`config.mk`:
```
export PLATFORM = sky130hd
export DESIGN_NAME = line_fetch
export DESIGN_NICKNAME = d
export VERILOG_FILES = /design/src/rtl/line_fetch_pkg.sv /design/src/rtl/line_fetch_pack.sv /design/src/rtl/line_fetch.sv
export SDC_FILE = /design/constraint.sdc
export NUM_CORES = 1
export LEC_CHECK = 0
export BUFFER_PORTS_ARGS = -buffer_cell sky130_fd_sc_hd__buf_2
export CAP_MARGIN = 15
export CORE_MARGIN = 2
export CORE_UTILIZATION = 43
export CTS_CLUSTER_DIAMETER = 200
export DETAILED_ROUTE_END_ITERATION = 8
export SETUP_SLACK_MARGIN = 0.5
export SLEW_MARGIN = 15
export SYNTH_ARGS = -nofsm -noshare
export SYNTH_HDL_FRONTEND = slang
export SYNTH_SLANG_ARGS = --single-unit
```
`constraint.sdc`:
```
create_clock -name clk -period 2.7 [get_ports clk]
set_input_delay 0.54 -clock clk [delete_from_list [all_inputs] [get_ports clk]]
set_output_delay 0.54 -clock clk [all_outputs]
set_load 0.05 [all_outputs]
```
`src/rtl/line_fetch_pkg.sv`:
```
// Shared definitions for the line fetcher: FSM state encoding, pixel geometry
// and the SDRAM words-per-line helper.
package line_fetch_pkg;

  typedef logic [1:0] state_t;

  localparam state_t ST_IDLE  = 2'd0;
  localparam state_t ST_REQ   = 2'd1;
  localparam state_t ST_BURST = 2'd2;
  localparam state_t ST_GAP   = 2'd3;

  localparam int BYTES_PER_PIXEL = 3;

  // One SDRAM word carries one byte of every layer, so a line needs
  // BYTES_PER_PIXEL words per pixel.
  function automatic int words_per_line(input int pixels);
    return pixels * BYTES_PER_PIXEL;
  endfunction

endpackage

```
`src/rtl/line_fetch_pack.sv`:
```
// Per-layer byte-to-pixel packer: bytes enter at the top of a 24-bit
// register, so after three beats the first-received byte sits in bits [7:0].
module line_fetch_pack (
  input  logic        clk,
  input  logic        reset_n,
  input  logic        clr_i,
  input  logic        shift_i,
  input  logic [7:0]  byte_i,
  output logic [23:0] pix_o
);

  logic [23:0] pix_q;
  logic [23:0] pix_d;

  // Next pixel value: clear wins over shift.
  always_comb begin
    pix_d = pix_q;
    if (clr_i) begin
      pix_d = '0;
    end else if (shift_i) begin
      pix_d = {byte_i, pix_q[23:8]};
    end
  end

  // Pixel shift register.
  always_ff @(posedge clk or negedge reset_n) begin
    if (!reset_n) begin
      pix_q <= '0;
    end else begin
      pix_q <= pix_d;
    end
  end

  assign pix_o = pix_q;

endmodule

```
`src/rtl/line_fetch.sv`:
```
// Line fetcher: reads one image line from SDRAM in bursts, packs the
// interleaved layer bytes into 24-bit pixels and strobes them downstream.
// Optional feature: define LINE_FETCH_ERR_EN to add the short_lines counter
// of line_start events that aborted an incomplete fetch.
module line_fetch
  import line_fetch_pkg::*;
#(
  parameter int LAYERS      = 2,
  parameter int LINE_PIXELS = 720,
  parameter int LINES       = 720,
  parameter int BASE_WORD   = 0,
  parameter int ADDR_W      = 25,
  parameter int END_LEAD    = 2
) (
  input  logic                  clk,
  input  logic                  reset_n,
  input  logic                  line_start,
  input  logic [9:0]            line_y,
  output logic                  rd_req,
  output logic [ADDR_W-1:0]     rd_addr,
  output logic                  end_burst,
  input  logic                  data_available,
  input  logic [8*LAYERS-1:0]   rd_data,
  output logic                  pix_wr,
  output logic [24*LAYERS-1:0]  pix_data,
  output logic                  fifo_clear,
  output logic                  busy
`ifdef LINE_FETCH_ERR_EN
  ,
  output logic [15:0]           short_lines
`endif
);

  localparam int WORDS = words_per_line(LINE_PIXELS);
  localparam int CNT_W = $clog2(WORDS + 1);
  localparam logic [CNT_W-1:0] WORDS_C = CNT_W'(WORDS);
  localparam logic [CNT_W-1:0] LEAD_C  = (WORDS > END_LEAD) ? CNT_W'(WORDS - END_LEAD) : '0;

  state_t            state_q,   state_d;
  logic [CNT_W-1:0]  count_q,   count_d;
  logic [1:0]        phase_q,   phase_d;
  logic [ADDR_W-1:0] addr_q,    addr_d;
  logic              discard_q, discard_d;
  logic              eb_done_q, eb_done_d;
  logic              pix_wr_q,  pix_wr_d;
  logic              fifo_clear_q;
  logic              dav_q;

  logic [ADDR_W-1:0] ly_w;
  logic [ADDR_W-1:0] line_addr;
  logic              beat_ok;
  logic              dav_fall;
  logic              pack_clr;
  logic              pack_shift;

  // Start address of the requested line; out-of-range lines fall back to line 0.
  always_comb begin
    ly_w      = (int'(line_y) >= LINES) ? '0 : ADDR_W'(line_y);
    line_addr = ADDR_W'(BASE_WORD) + ly_w * ADDR_W'(WORDS);
  end

  // A beat is taken only inside a live burst, outside the stale tail of an
  // aborted burst, and only until the line is complete.
  assign beat_ok   = (state_q == ST_BURST) && data_available && !discard_q && (count_q < WORDS_C);
  assign dav_fall  = dav_q && !data_available && !discard_q;
  assign end_burst = beat_ok && (count_q >= LEAD_C) && !eb_done_q;

  // Fetch FSM, beat counting and pixel phase tracking.
  always_comb begin
    state_d    = state_q;
    count_d    = count_q;
    phase_d    = phase_q;
    addr_d     = addr_q;
    discard_d  = discard_q;
    eb_done_d  = eb_done_q;
    pix_wr_d   = 1'b0;
    pack_clr   = 1'b0;
    pack_shift = 1'b0;
    if (discard_q && !data_available) begin
      discard_d = 1'b0;
    end
    if (line_start) begin
      state_d   = ST_REQ;
      count_d   = '0;
      phase_d   = '0;
      addr_d    = line_addr;
      pack_clr  = 1'b1;
      discard_d = data_available;
      eb_done_d = 1'b0;
    end else begin
      case (state_q)
        ST_IDLE: begin
          state_d = ST_IDLE;
        end
        ST_REQ: begin
          state_d   = ST_BURST;
          eb_done_d = 1'b0;
        end
        ST_BURST: begin
          if (beat_ok) begin
            pack_shift = 1'b1;
            count_d    = count_q + CNT_W'(1);
            if (phase_q == 2'd2) begin
              phase_d  = 2'd0;
              pix_wr_d = 1'b1;
            end else begin
              phase_d = phase_q + 2'd1;
            end
            if (end_burst) begin
              eb_done_d = 1'b1;
            end
          end
          if (dav_fall) begin
            state_d = ST_GAP;
          end
        end
        ST_GAP: begin
          state_d = (count_q < WORDS_C) ? ST_REQ : ST_IDLE;
        end
        default: begin
          state_d = ST_IDLE;
        end
      endcase
    end
  end

  // Control and address registers.
  always_ff @(posedge clk or negedge reset_n) begin
    if (!reset_n) begin
      state_q      <= ST_IDLE;
      count_q      <= '0;
      phase_q      <= '0;
      addr_q       <= '0;
      discard_q    <= 1'b0;
      eb_done_q    <= 1'b0;
      pix_wr_q     <= 1'b0;
      fifo_clear_q <= 1'b0;
      dav_q        <= 1'b0;
    end else begin
      state_q      <= state_d;
      count_q      <= count_d;
      phase_q      <= phase_d;
      addr_q       <= addr_d;
      discard_q    <= discard_d;
      eb_done_q    <= eb_done_d;
      pix_wr_q     <= pix_wr_d;
      fifo_clear_q <= line_start;
      dav_q        <= data_available;
    end
  end

  for (genvar k = 0; k < LAYERS; k++) begin : g_layer
    line_fetch_pack u_pack (
      .clk     (clk),
      .reset_n (reset_n),
      .clr_i   (pack_clr),
      .shift_i (pack_shift),
      .byte_i  (rd_data[8*k +: 8]),
      .pix_o   (pix_data[24*k +: 24])
    );
  end

  assign rd_req     = (state_q == ST_REQ);
  assign rd_addr    = rd_req ? (addr_q + ADDR_W'(count_q)) : '0;
  assign pix_wr     = pix_wr_q;
  assign fifo_clear = fifo_clear_q;
  assign busy       = (state_q != ST_IDLE);

`ifdef LINE_FETCH_ERR_EN
  logic [15:0] short_q, short_d;

  // Count restarts that abandoned a line before all words arrived.
  always_comb begin
    short_d = short_q;
    if (line_start && busy && (count_q < WORDS_C)) begin
      short_d = short_q + 16'd1;
    end
  end

  // Short-line counter register; wraps naturally at 16 bits.
  always_ff @(posedge clk or negedge reset_n) begin
    if (!reset_n) begin
      short_q <= '0;
    end else begin
      short_q <= short_d;
    end
  end

  assign short_lines = short_q;
`endif

endmodule

```
==> summary.txt, run 1 <==
Run status
  • Status: complete, but fails checks
  • Failing checks: negative setup slack

Timing
  • Minimum clock period: 3.533 ns
  • Max Slew Vio Count: 0
  • Relative slew slack: 0.5055
  • Slew @ Worst Pin: around 0.74 ns
  • Hold Fails Final Rpt: 0
  • Endpoints failing setup: 28
  • Max Freq: ~280 MHz
  • Clock skew: approximately 0.0081 ns
  • Period utilisation layout: 1.308
  • RSZ-0062 raised after global routing: true
  • Setup TNS: -10.92 ns
  • Final worst slack: -0.8326 ns

CTS
  • Clk slew on worst S/H paths: roughly 0.060 ns
  • Sink Count: between 80 and 90
  • H-tree depth: 3
  • Root buf cell: clkbuf_16
  • Clk_lat worst skew: around 0.34 ns
  • CTS tree: built
  • Hold_buf cts: 0
  • Worst-case clock buffer depth: 2
  • Num CTS Buffers: 9

Worst setup path
  • Data arrival, critical path: between 3 and 4 ns
  • Reg2reg start: count_q[5]
  • Crit path max fanout: 8
  • CP endpoint kind: flop
  • Setup Crit Path Kind: in2reg
  • Crit path to: addr_q[20]
  • Worst Path Required: 2.97 ns
  • R2R depth: 7
  • Crit path from: line_y[4]
  • CP Launch Type: primary input
  • R2r setup slk: 0.64 ns
  • Critical R2R Capture: g_layer[1].u_pack.pix_o[9]

Power and ir drop
  • Max VDD drop: 0.0002923 V
  • Clock share of power: 0.230
  • Comb power frac: 0.501
  • Net Sw Frac: 0.3882
  • Sequential share of power: 0.270
  • P_leak: approximately 3.8 nW
  • P_int: ~0.0036 W
  • Switch Pwr: around 0.0023 W
  • PwrDens: slightly above 700 nW/um2

GRT
  • GR met3 Demand/Resource: 0.03620
  • Met2 GRT Util: 0.3283
  • Grt ovf: 0
  • Largest net degree at the start of global routing: 56
  • Initial antenna violation count: 0
  • Tot GR Track Use: 0.2073
  • First-pass GRT wire length: around 24,000 um
  • Most used routing layer: met2
  • Vias in the first global route: around 5,000
  • Met1 usage in global routing: 0.2923

Synthesis
  • Sequential cell area fraction in the yosys report: 0.3856
  • Cell Area, Synth: approximately 5600 um2
  • EDFF count, synth: 0
  • Dominant cell type by area after synthesis: dfrtp_1
  • Async SR Flop Fraction: 1.000
  • Prevailing post-synth register cell: dfrtp_1
  • Synth unique cells: 50
  • Yosys warns: 0
  • Synthesized instance count: between 600 and 700
  • Syn_area_per_cell: 8.821 um2
  • Number of synthesized register bits: 87
  • Post-synth top area share: 0.3856
  • Synth area leaders: dfrtp_1 39%, ha_1 12%, nand2_1 8.1%

Cells and area
  • Final instance area: slightly above 8000 um2
  • Share of cells above drive strength 1: 0.4211
  • Storage cell area: between 2000 and 2500 um2
  • Area Growth Syn to Fin: 46.70%
  • Post-layout util: 0.6510
  • Multi-input gate area: 3976 um2
  • Ant diodes: 0
  • Filler cell count: roughly 1,100
  • Net count, final: 907

Min path
  • Tightest Hold Check Type: in2async

Floorplan
  • Die extent in x: 118.6 um
  • Placeable core area: approximately 13,000 um2
  • Die area: between 10,000 and 15,000 um2
  • Initial Utilization: 0.4437
  • IO Count: approximately 110
  • Rows: roughly 40
  • Die Span Y: 118.6 um

Routing
  • DR iter-0 viols: 276
  • WL/cell: about 15 um
  • Vias: 5,100
  • First-pass detailed-route iteration total: 4
  • DR vias/cell: 5.157
  • Routed WL: 14,460 um
  • Number of remaining DRC errors: 0
  • Post-DRT Antenna Nets: 0

Placement
  • HPWL Detailed: ~11,000 um
  • Post-DP Area: 7254 um2
  • IO Port Bufs: between 100 and 150
  • GP Congestion: around 0.9

Flow run
  • Max-capacitance violation count: 0
-- layout by cell type, fill, tap and decap left out, types with 4 or more instances in the layout --
master	n
and2_4	20
buf_6	22
dfrtp_2	7
nor3_1	4
o21ai_1	6
inv_1	40
a31oi_1	5
dfrtp_1	80
ha_1	24
nor2_1	30
mux2_4	7
and3_1	4
o21ai_0	5
a21oi_2	8
a211oi_2	5
buf_2	82
nand3_1	8
nand2b_1	4
o211ai_1	5
ha_4	26
nand4_1	5
and2_1	6
fa_1	10
nand2_1	118
xnor2_1	21
a21boi_4	4
buf_8	12
clkbuf_16	9
a21o_1	5
inv_2	12
buf_4	68
a21oi_1	58
o21ai_2	8
-- worst min-delay path by stage --
stage / startpoint / slack, ns / end / depth (start not counted)
global placement: phase_q[0] / 0.46 / pix_wr / 1
detailed placement: phase_q[0] / 0.47 / pix_wr / 1
finish: reset_n / 0.24 / addr_q[16] / 1
CTS: reset_n / 0.28 / addr_q[16] / 1
global route: reset_n / 0.32 / addr_q[19] / 1
floorplan: reset_n / 0.24 / addr_q[10] / 0
-- cell usage after synthesis, types with 3 or more instances --
master / instances
nand2_1: 122
clkbuf_1: 15
nor3_1: 9
buf_2: 7
nand3_1: 9
o21ai_0: 21
nor2_1: 33
dfrtp_1: 87
and3_1: 5
a211oi_1: 9
and2_1: 26
nand4_1: 5
or3_1: 5
nor4_1: 5
o2111ai_1: 3
o31ai_1: 3
xor2_1: 5
nand2b_1: 6
a31oi_1: 5
ha_1: 52
a21o_1: 5
o21a_1: 4
a21oi_1: 67
inv_1: 52
mux2_2: 10
o211ai_1: 5
xnor2_1: 22
fa_1: 13
-- kinds of logic (layout without fill, tap and decap cells) --
| logic type | count (synthesis) | count (layout) | synth area share |
|---|---|---|---|
| adders and majority gates | 65 | 65 | 0.1613 |
| other | 1 | 2 | 0.0006643 |
| AOI/OAI and AO/OA | 132 | 132 | 0.1361 |
| muxes | 11 | 11 | 0.02172 |
| buffers and inverters | 78 | 254 | 0.05474 |
| DFF | 87 | 87 | 0.3856 |
| and+or+nand+nor | 239 | 239 | 0.1979 |
| xor gates and xnor gates | 27 | 27 | 0.04189 |
-- layer usage --
metal	part of all wire	up-vias
li1	-	2501
met1	0.47	2475
met2	0.48	108
met3	0.039	16
met4	0.013	0
met5	0	-
-- registers in the layout, summed over array words and instances, names as in the netlist --
| register | flops |
|---|---|
| dav_q | 1 |
| addr_q | 18 |
| fifo_clear | 1 |
| phase_q | 2 |
| state_q | 2 |
| eb_done_q | 1 |
| count_q | 12 |
| pix_wr | 1 |
| g_layer.u_pack.pix_o | 48 |
| discard_q | 1 |
-- area by class of cell --
class,count,area share
multi-input cells,476,0.4801
well taps,172,0.02599
inverters,52,0.02357
flip-flops and latches,87,0.2639
clock buffers,10,0.02765
clock inverters,6,0.01103
repair buffers,186,0.1677
-- power by group through the flow --
stage	registers (W)	clock network (W)	logic, W
4_1_cts	0.00159	0.00139	0.00274
5_1_grt	0.00162	0.00144	0.00319
2_1_floorplan	0.00162	0	0.00175
3_3_place_gp	0.00160	0	0.00236
6_report	0.00160	0.00136	0.00297
3_5_place_dp	0.00161	0	0.00240
-- what timing repair did --
| item | 4_1_cts | 5_1_grt |
|---|---|---|
| setup buffers | 10 | 12 |
| setup endpoints to repair | 39 | 80 |
| pin swaps | 42 | 53 |
| gates resized for setup | 82 | 55 |
| cloned | 0 | 0 |
-- stage by stage --
step / total power (W) / hold WS, ns / cells / setup WS (ns)
finish: 0.005933 / 0.2395 / 989 / -0.8326
detailed placement: 0.004007 / 0.4734 / 951 / -1.186
global placement: 0.003957 / 0.4644 / 951 / -1.078
global route: 0.006251 / 0.3156 / 989 / -0.9565
floorplan: 0.003374 / 0.2444 / 641 / -0.8582
CTS: 0.005719 / 0.2789 / 977 / -0.7898
-- worst max-delay path: stages --
cell,delay (ns)
buf_6,0.09
o211ai_1,0.18
nand2b_1,0.11
nand2_2,0.14
and2_4,0.23
ha_4,0.22
fa_1,0.52
inv_2,0.04
fa_1,0.52
inv_2,0.05
ha_4,0.28
and3_4,0.21
nand2_4,0.05
or4_1,0.47
a31oi_1,0.16
Note: power is estimated with default switching activity, not from simulation.
==> run 2, diff against run 1 <==
--- a/config.mk
+++ b/config.mk
@@ -9,8 +9,9 @@
 export CAP_MARGIN = 15
 export CORE_MARGIN = 2
 export CORE_UTILIZATION = 43
-export CTS_CLUSTER_DIAMETER = 200
+export CTS_CLUSTER_DIAMETER = 40
 export DETAILED_ROUTE_END_ITERATION = 8
+export PLACE_DENSITY = 0.63
 export SETUP_SLACK_MARGIN = 0.5
 export SLEW_MARGIN = 15
 export SYNTH_ARGS = -nofsm -noshare
==> run 2 against run 1 <==
  * The run still ends with negative setup slack left
  * Global-route usage grew 0.44 points
  * Non-clock buffer count grew 6
  * Via count shrank 1.4%
  * Combinational power shrank 3%
  * Routed wire length shrank 1.2%
  * Clock-buffer cell count is the same
  * Final area shrank 0.82%
  * Sequential share of layout area grew 0.22 points
==> summary.txt, run 2 (synthesis results as in run 1) <==
Placement
  • IO Port Bufs: 105 (unchanged)
  • Pre-CTS setup slack: -1.148 ns (+0.03779 ns)
  • Post-DP Area: 7257 um2 (about the same)
  • GP Congestion: 0.8560 (-2.3%)
  • HPWL Detailed: 10,650 um (+0.98%)

Cells and area
  • Commonest non-fill, non-tap cell in the layout: nand2_1
  • Final instance area: 8214 um2 (-0.82%)
  • Net count, final: 913 (+0.66%)
  • Most frequent cells in the layout: 119 x nand2_1, 81 x buf_4, 80 x dfrtp_1, 76 x buf_2, 62 x a21oi_1
  • Ant diodes: 0 (unchanged)
  • Share of cells above drive strength 1: 0.4046 (-0.01644)
  • Area Growth Syn to Fin: 45.50%
  • Number of flip-flops in the largest register: 48 (unchanged)

Timing
  • Max Freq: 288.3 MHz (+1.8%)
  • Endpoints failing setup: 28 (unchanged)
  • Relative slew slack: 0.5886 (+0.08316)
  • Max Slew Vio Count: 0 (unchanged)
  • Minimum clock period: 3.469 ns (-0.06400 ns)
  • Slew @ Worst Pin: 0.6171 ns (-0.1247 ns)
  • Period utilisation layout: 1.285 (-0.02370)
  • RSZ-0062 raised after global routing: true
  • Final worst slack: -0.7686 ns (+0.06400 ns)
  • Clock skew: 0.008534 ns (+0.0004162 ns)
  • Hold Fails Final Rpt: 0 (unchanged)

CTS
  • Sink Count: 87 (unchanged)
  • Num CTS Buffers: 9 (unchanged)
  • Clk_lat worst skew: 0.35 ns (about the same)
  • Clk slew on worst S/H paths: 0.06 ns (about the same)
  • Worst-case clock buffer depth: 2 (unchanged)
  • H-tree depth: 3 (unchanged)
  • Hold_buf cts: 0 (unchanged)
  • CTS tree: built
  • Root buf cell: clkbuf_16

Power and ir drop
  • Clock share of power: 0.220 (-0.010)
  • Sequential share of power: 0.277 (+0.007)
  • PwrDens: 699.2 nW/um2 (-2.4%)
  • Net Sw Frac: 0.3904 (+0.002166)
  • Max VDD drop: 0.0003470 V (+19%)
  • Comb power frac: 0.503 (+0.002)
  • P_leak: 3.827 nW (-0.31%)
  • P_int: 0.003501 W (-3.5%)
  • Switch Pwr: 0.002242 W (-2.7%)

GRT
  • Initial antenna violation count: 0 (unchanged)
  • Tot GR Track Use: 0.2117 (+0.004377)
  • Vias in the first global route: 5,012 (+1.4%)
  • Grt ovf: 0 (unchanged)
  • Largest net degree at the start of global routing: 53 (-5.4%)
  • First-pass GRT wire length: 24,340 um (+1.3%)

Worst setup path
  • R2R depth: 8 (+1)
  • Setup Crit Path Kind: in2reg
  • CP Launch Type: primary input
  • CP endpoint kind: flop
  • Data arrival, critical path: 3.73 ns (-0.07 ns)
  • Crit path max fanout: 8 (unchanged)
  • Worst Path Required: 2.96 ns (about the same)
  • Critical R2R Capture: count_q[9]
  • R2r setup slk: 0.65 ns (about the same)
  • Reg2reg start: state_q[0]

Floorplan
  • Die Span Y: 118.6 um (unchanged)
  • Die extent in x: 118.6 um (unchanged)
  • Rows: 41 (unchanged)
  • IO Count: 108 (unchanged)
  • Die area: 14,060 um2 (unchanged)
  • Initial Utilization: 0.4437 (unchanged)
  • Placeable core area: 12,720 um2 (unchanged)

Run status
  • Status: complete, but fails checks
  • Failing checks: negative setup slack

Min path
  • Tightest Hold Check Type: in2async

Routing
  • Routed WL: 14,290 um (-1.2%)
  • WL/cell: 14.36 um (-1.8%)
  • Number of remaining DRC errors: 0 (unchanged)
  • Post-DRT Antenna Nets: 0 (unchanged)
  • First-pass detailed-route iteration total: 6 (+2)
  • DR vias/cell: 5.056 (-1.9%)
  • Vias: 5,031 (-1.4%)
  • DR iter-0 viols: 263 (-4.7%)

Flow run
  • Max-capacitance violation count: 0 (unchanged)
run 2: final cells by class:
class	instances	area, um2
inverter	52	195.2
timing repair buffer	192	1436
clock inverter	6	75.07
sequential	87	2186
clock buffer	10	229.0
fill	1068	4508
multi-input combinational	476	3877
tap	172	215.2
run 2: worst max-delay path by stage:
| stage | startpoint | endpoint | slack (ns) | depth (start not counted) |
|---|---|---|---|---|
| finish | line_y[4] | addr_q[20] | -0.77 | 15 |
| CTS | line_y[4] | addr_q[20] | -0.76 | 15 |
| global route | line_y[4] | addr_q[15] | -0.94 | 18 |
| floorplan | line_y[4] | addr_q[20] | -0.86 | 14 |
| detailed placement | line_y[4] | addr_q[17] | -1.15 | 16 |
| global placement | line_y[4] | addr_q[15] | -1.07 | 18 |
run 2: layer usage:
metal | vias to the layer above | wire length [um] | GRT usage
met2 | 101 | 6995 | 0.3455
li1 | 2514 | - | -
met1 | 2399 | 6624 | 0.2883
met3 | 17 | 499 | 0.04199
met4 | 0 | 166 | 0.05506
met5 | - | 0 | 0
run 2: stage by stage:
stage | total power, W | instances | TNS (ns) | utilization | hold WS [ns]
2_1_floorplan | 0.003374 | 641 | -9.515 | - | 0.2444
3_5_place_dp | 0.004002 | 953 | -14.21 | 0.5704 | 0.4778
6_report | 0.005743 | 995 | -10.83 | 0.6457 | 0.2079
5_1_grt | 0.006099 | 995 | -14.56 | 0.6457 | 0.2506
3_3_place_gp | 0.003962 | 953 | -13.13 | 0.5704 | 0.4642
4_1_cts | 0.005648 | 983 | -10.94 | 0.6262 | 0.2282
run 2: timing repair:
action	CTS	global route
setup buffers	14	12
endpoints found under the setup margin	68	63
gates cloned	0	0
resized for setup	86	38
pin swaps	51	34
run 2: critical path, cell delays in order:
cell and delay (ns):
buf_6 0.09, o211ai_1 0.16, nand2b_1 0.14, nand2_4 0.13, and2_4 0.20, ha_4 0.21
fa_1 0.49, inv_2 0.04, fa_1 0.51, inv_2 0.05, ha_4 0.27, and3_4 0.20
nand2_4 0.06, or4_4 0.46, a31oi_1 0.16
run 2: power groups by stage:
stage / Sequential, W / Combinational (W) / Clock, W
floorplan: 0.00162 / 0.00175 / 0
global placement: 0.00160 / 0.00237 / 0
detailed placement: 0.00161 / 0.00240 / 0
CTS: 0.00159 / 0.00276 / 0.00130
global route: 0.00161 / 0.00314 / 0.00135
finish: 0.00159 / 0.00289 / 0.00127
